$ cat src/rtl/sum_serial_ctrl.sv
// -----------------------------------------------------------------------------
// sum_serial_ctrl
//
// Nibble-serial wide adder. A single 4-bit add slice (a + b + cin -> 4-bit
// sum + carry) is stepped over WIDTH/4 cycles to add two WIDTH-bit operands.
// Operands are captured when a start request is accepted in IDLE. One nibble
// is processed per clock in RUN. The full-width result is published in one
// step, together with the final carry, as the FSM enters DONE.
//
// Ports:
//   clk    in   1      rising-edge clock
//   rst    in   1      asynchronous, active-high reset
//   start  in   1      request; sampled only in IDLE
//   a      in   WIDTH  operand A, captured on the accepting edge
//   b      in   WIDTH  operand B, captured on the accepting edge
//   cin    in   1      carry into nibble 0, captured on the accepting edge
//   busy   out  1      high while the slice sequence is running
//   done   out  1      one-cycle pulse; sum/cout hold the new result
//   sum    out  WIDTH  registered result, held until the next completion
//   cout   out  1      carry out of the top nibble, held with sum
// -----------------------------------------------------------------------------
module sum_serial_ctrl #(
    parameter int WIDTH = 16
) (
    input  logic             clk,
    input  logic             rst,
    input  logic             start,
    input  logic [WIDTH-1:0] a,
    input  logic [WIDTH-1:0] b,
    input  logic             cin,
    output logic             busy,
    output logic             done,
    output logic [WIDTH-1:0] sum,
    output logic             cout
);

    localparam int NIBBLES = WIDTH / 4;
    localparam int KW      = (NIBBLES > 1) ? $clog2(NIBBLES) : 1;

    typedef enum logic [1:0] {
        IDLE = 2'd0,
        RUN  = 2'd1,
        DONE = 2'd2
    } state_t;

    state_t state_reg, state_next;

    logic [WIDTH-1:0] a_reg, b_reg;
    logic             carry_reg;
    logic [KW-1:0]    k_reg;
    logic [WIDTH-1:0] sum_reg;
    logic             cout_reg;

    // Partial result, one entry per nibble, filled as the slice steps.
    logic [3:0]       partial_reg [NIBBLES];

    logic [3:0]       a_nib [NIBBLES];
    logic [3:0]       b_nib [NIBBLES];
    logic [WIDTH-1:0] final_sum;
    logic [4:0]       slice_res;
    logic             k_last;

    // The one shared 4-bit slice: zero-extended 5-bit add of the current
    // nibble pair and the rippled carry.
    assign slice_res = {1'b0, a_nib[k_reg]} + {1'b0, b_nib[k_reg]} + {4'b0000, carry_reg};
    assign k_last    = (k_reg == KW'(NIBBLES - 1));

    genvar gi;
    generate
        for (gi = 0; gi < NIBBLES; gi++) begin : g_nib
            assign a_nib[gi] = a_reg[gi*4 +: 4];
            assign b_nib[gi] = b_reg[gi*4 +: 4];

            // The top nibble is taken straight from the slice so the
            // published sum includes the nibble processed on the exit edge.
            if (gi == NIBBLES - 1) begin : g_top
                assign final_sum[gi*4 +: 4] = slice_res[3:0];
            end else begin : g_low
                assign final_sum[gi*4 +: 4] = partial_reg[gi];
            end

            always_ff @(posedge clk or posedge rst) begin
                if (rst) begin
                    partial_reg[gi] <= 4'h0;
                end else if (state_reg == RUN && k_reg == KW'(gi)) begin
                    partial_reg[gi] <= slice_res[3:0];
                end
            end
        end
    endgenerate

    // State register
    always_ff @(posedge clk or posedge rst) begin
        if (rst) begin
            state_reg <= IDLE;
        end else begin
            state_reg <= state_next;
        end
    end

    // Next-state logic
    always_comb begin
        state_next = state_reg;
        case (state_reg)
            IDLE:    if (start) state_next = RUN;
            RUN:     if (k_last) state_next = DONE;
            DONE:    state_next = IDLE;
            default: state_next = IDLE;
        endcase
    end

    // Operand capture, carry ripple, nibble index and result publication
    always_ff @(posedge clk or posedge rst) begin
        if (rst) begin
            a_reg     <= '0;
            b_reg     <= '0;
            carry_reg <= 1'b0;
            k_reg     <= '0;
            sum_reg   <= '0;
            cout_reg  <= 1'b0;
        end else begin
            case (state_reg)
                IDLE: begin
                    if (start) begin
                        a_reg     <= a;
                        b_reg     <= b;
                        carry_reg <= cin;
                        k_reg     <= '0;
                    end
                end
                RUN: begin
                    carry_reg <= slice_res[4];
                    if (k_last) begin
                        k_reg    <= '0;
                        // sum/cout change only here, never mid-sequence.
                        sum_reg  <= final_sum;
                        cout_reg <= slice_res[4];
                    end else begin
                        k_reg <= k_reg + 1'b1;
                    end
                end
                default: ;
            endcase
        end
    end

    assign busy = (state_reg == RUN);
    assign done = (state_reg == DONE);
    assign sum  = sum_reg;
    assign cout = cout_reg;

endmodule
$ cat config.mk
export PLATFORM = sky130hd
export DESIGN_NAME = sum_serial_ctrl
export DESIGN_NICKNAME = d
export VERILOG_FILES = /design/src/rtl/sum_serial_ctrl.sv
export SDC_FILE = /design/constraint.sdc
export NUM_CORES = 1
export LEC_CHECK = 0
export BUFFER_PORTS_ARGS = -buffer_cell sky130_fd_sc_hd__buf_2
export CAP_MARGIN = 20
export CORE_ASPECT_RATIO = 0.5
export CORE_MARGIN = 10
export CORE_UTILIZATION = 45
export CTS_CLUSTER_DIAMETER = 200
export CTS_CLUSTER_SIZE = 30
export DETAILED_ROUTE_END_ITERATION = 16
export GPL_ROUTABILITY_DRIVEN = 0
export PLACE_DENSITY_LB_ADDON = 0.3
export SLEW_MARGIN = 20
export SYNTH_ARGS = -nofsm -noshare
export SYNTH_HDL_FRONTEND = slang
export SYNTH_SLANG_ARGS = --single-unit
$ cat constraint.sdc
create_clock -name clk -period 2.4 [get_ports clk]
set_input_delay 0.24 -clock clk [delete_from_list [all_inputs] [get_ports clk]]
set_output_delay 0.24 -clock clk [all_outputs]
set_load 0.1 [all_outputs]
==> impl_results.md <==
* Most used routing layer: met2
* N_diodes at 0
* H-Tree Depth at 3
* Placed insts at 366
* Setup TNS at 0 ns
* Vias at 1896
* P&R area growth vs syn at 21.9%
* Worst r2r path cells at 6
* RR Endpoint: final_sum[10]$_DFFE_PP0P_
* Reg clk slew, reported paths at 0.05 ns
* Slew Limit Fails at 0
* Worst hold endpoint: a_reg[10]$_DFFE_PP0P_
* Count of cell types in the netlist at 30
* Type of the worst setup path: flip-flop to flip-flop
* Flops & latches, synth at 66
* Worst-path cell with the longest stage delay: mux4_2
* CTS tree: done
* # DRC at 0
* Ports at 55
* Area fraction of the dominant cell type after synthesis at 54.8%
* Met2 Use GR at 19.0%
* Routed Antenna Nets at 0
* Vias in the first global route at 2117
* Largest area contributor in the netlist: dfrtp_1
* DR iter-0 viols at 70
* Synth Area per Inst at 13.5 sq um
* Final Cell Area at 3670 sq um
* Reg-to-reg critical path startpoint: k_reg[0]$_DFFE_PP0P_
* Crit path launch type: flip-flop
* HP Class: input port to flip-flop
* Register area share after synthesis at 54.8%
* Synth area leaders: dfrtp_1 (55%), mux2_4 (15%), nand2_1 (6.5%), mux4_2 (6.0%), ha_1 (2.9%)
* CP max stage delay at 0.54 ns
* Met3 Use GR at 5.33%
* Die area at 10600 sq um
* Antenna violations before repair at 0
* Clock Root Buffer: clkbuf_16
* First-pass GRT wire length at 10700 um
* Clock Skew at 0.00418 ns
* Share of layout cells above drive strength 1 at 42.7%
* Die X at 136 um
* Slew HR at 63.7%
* Setup violations, final at 0
* Drt pass-1 iters at 4
* DIE HEIGHT at 77.9 um
* R2R setup slack at 0.11 ns
* Initial Util at 48.0%
* Top_reg_cell synth: dfrtp_1
* Hold Crit Start: a[10]
* CTS buffer count at 9
* Pre-CTS WS at 0.0644 ns
* Final min period at 2.29 ns
* Maximum clock insertion buffer count at 2
* Worst Tran Pin Value at 0.544 ns
* DP Wirelength at 4700 um
* Core outline area at 6280 sq um
* Status: completed
* WP data arrival at 2.47 ns
* Nets@finish at 335
* Hold Fails Final Rpt at 0
* PortBufs at 54
* Min setup slack post-route at 0.115 ns
* Area post-placement at 3390 sq um
* Final period utilization at 95.2%
* Total of max-cap violations at 0
* GR Layer Usage met1 at 16.0%
* Skew-Pair Late Insertion Delay at 0.32 ns
* Post-synth EDFFs at 0
* GRT Total Usage at 12.7%
* CP Cell Sequence: mux4_2 -> fa_1 -> inv_1 -> fa_1 -> xor2_1 -> o21ai_0
* Mean routed wirelength per cell at 16.4 um
* Worst path required time at 2.59 ns
* Clk sinks at 66
* RSZ-0062 raised after global routing: true
* Mapped cell area at 3010 sq um
* Fmax at 438 MHz
* Setup crit end kind: flip-flop
* Post-synthesis net count at 269
* Synth Instances at 224
* Vias/cell at 4.95
* Synth Warn # at 0
* Asr flop ratio synth at 100%
* CP max FO at 4
* Post-route insts no fill at 383
* Number of post-CTS setup repair buffers at 0
* Most frequent CP cell: fa_1
* Largest net degree at the start of global routing at 28
* Overflow after GRT at 0
* Routed WL at 6280 um
* Fillers at 517
* Cell row count at 20
* Hold Path Stages at 2
==> worst max-delay path, delay by kind of cell (launching register included) <==
kind	cells	cell delay (ns)
adders and majority gates	2	0.66
AOI/OAI and AO/OA	1	0.15
DFF	1	0.40
xor gates and xnor gates	1	0.31
buffers and inverters	1	0.09
muxes	1	0.54
==> synthesized netlist by cell type (2+ instances only) <==
| cell type | number |
|---|---|
| o31ai_1 | 5 |
| buf_2 | 4 |
| mux2_2 | 5 |
| ha_1 | 7 |
| dfrtp_1 | 66 |
| mux4_2 | 8 |
| a31oi_1 | 2 |
| mux2_4 | 30 |
| nand2_1 | 52 |
| o21ai_0 | 9 |
| fa_1 | 2 |
| nor2b_1 | 2 |
| inv_1 | 9 |
| buf_6 | 4 |
| nand3b_1 | 4 |
==> worst max-delay path by stage <==
stage	startpoint	endpoint	slack, ns	cells after the start
2_1_floorplan	k_reg[0]$_DFFE_PP0P_	carry_reg$_DFFE_PP0P_	0.17	8
6_report	k_reg[0]$_DFFE_PP0P_	final_sum[10]$_DFFE_PP0P_	0.11	6
4_1_cts	k_reg[1]$_DFFE_PP0P_	final_sum[10]$_DFFE_PP0P_	0.04	6
5_1_grt	k_reg[0]$_DFFE_PP0P_	sum[15]$_DFFE_PP0P_	-0.01	6
3_5_place_dp	k_reg[0]$_DFFE_PP0P_	final_sum[6]$_DFFE_PP0P_	0.06	6
3_3_place_gp	k_reg[0]$_DFFE_PP0P_	sum[14]$_DFFE_PP0P_	0.15	6
==> per-stage QoR <==
stage | utilization, % | hold slack, ns
4_1_cts | 58.5 | 0.135
5_1_grt | 58.5 | 0.129
3_3_place_gp | 54.0 | 0.316
6_report | 58.5 | 0.142
2_1_floorplan | - | 0.388
3_5_place_dp | 54.0 | 0.322
==> final cells by class <==
class	instances	area [sq um]	share of cell area [%]
Sequential cell	66	1650	45.0
Multi-Input combinational cell	140	1260	34.2
Timing Repair Buffer	64	348	9.47
Clock buffer	11	243	6.61
Tap cell	88	110	3.00
Inverter	9	33.8	0.919
Clock inverter	5	30.0	0.817
==> routing by layer <==
metal | up-vias | wire length (um)
met5 | - | 0
met4 | 0 | 86
met3 | 11 | 418
met2 | 50 | 2830
met1 | 935 | 2940
li1 | 900 | -
==> cell families after synthesis <==
| kind of cell | Yosys count | share of synthesized area (%) |
|---|---|---|
| compound gates | 22 | 4.65 |
| buf+inv | 18 | 3.53 |
| mux | 43 | 22.8 |
| flops | 66 | 54.8 |
| fa+ha+maj | 9 | 4.23 |
| xor+xnor | 1 | 0.291 |
| simple gates | 65 | 9.71 |
==> placed cells by master, fill, tap and decap left out, drive strengths merged, types with 3 or more instances in the layout <==
cell type,instances
buf,63
nand3b,4
o21ai,9
o31ai,5
ha,7
clkinv,3
nand2,52
mux4,8
mux2,35
dfrtp,66
inv,9
clkbuf,11
==> timing repair <==
action,in CTS,in global routing
hold endpoints to repair,25,0
gates resized for setup,0,2
hold buffers,1,0
endpoints found under the setup margin,0,10
Power is not shown: default switching activity piles up to over one toggle a cycle in this logic, so the estimate is an artifact.
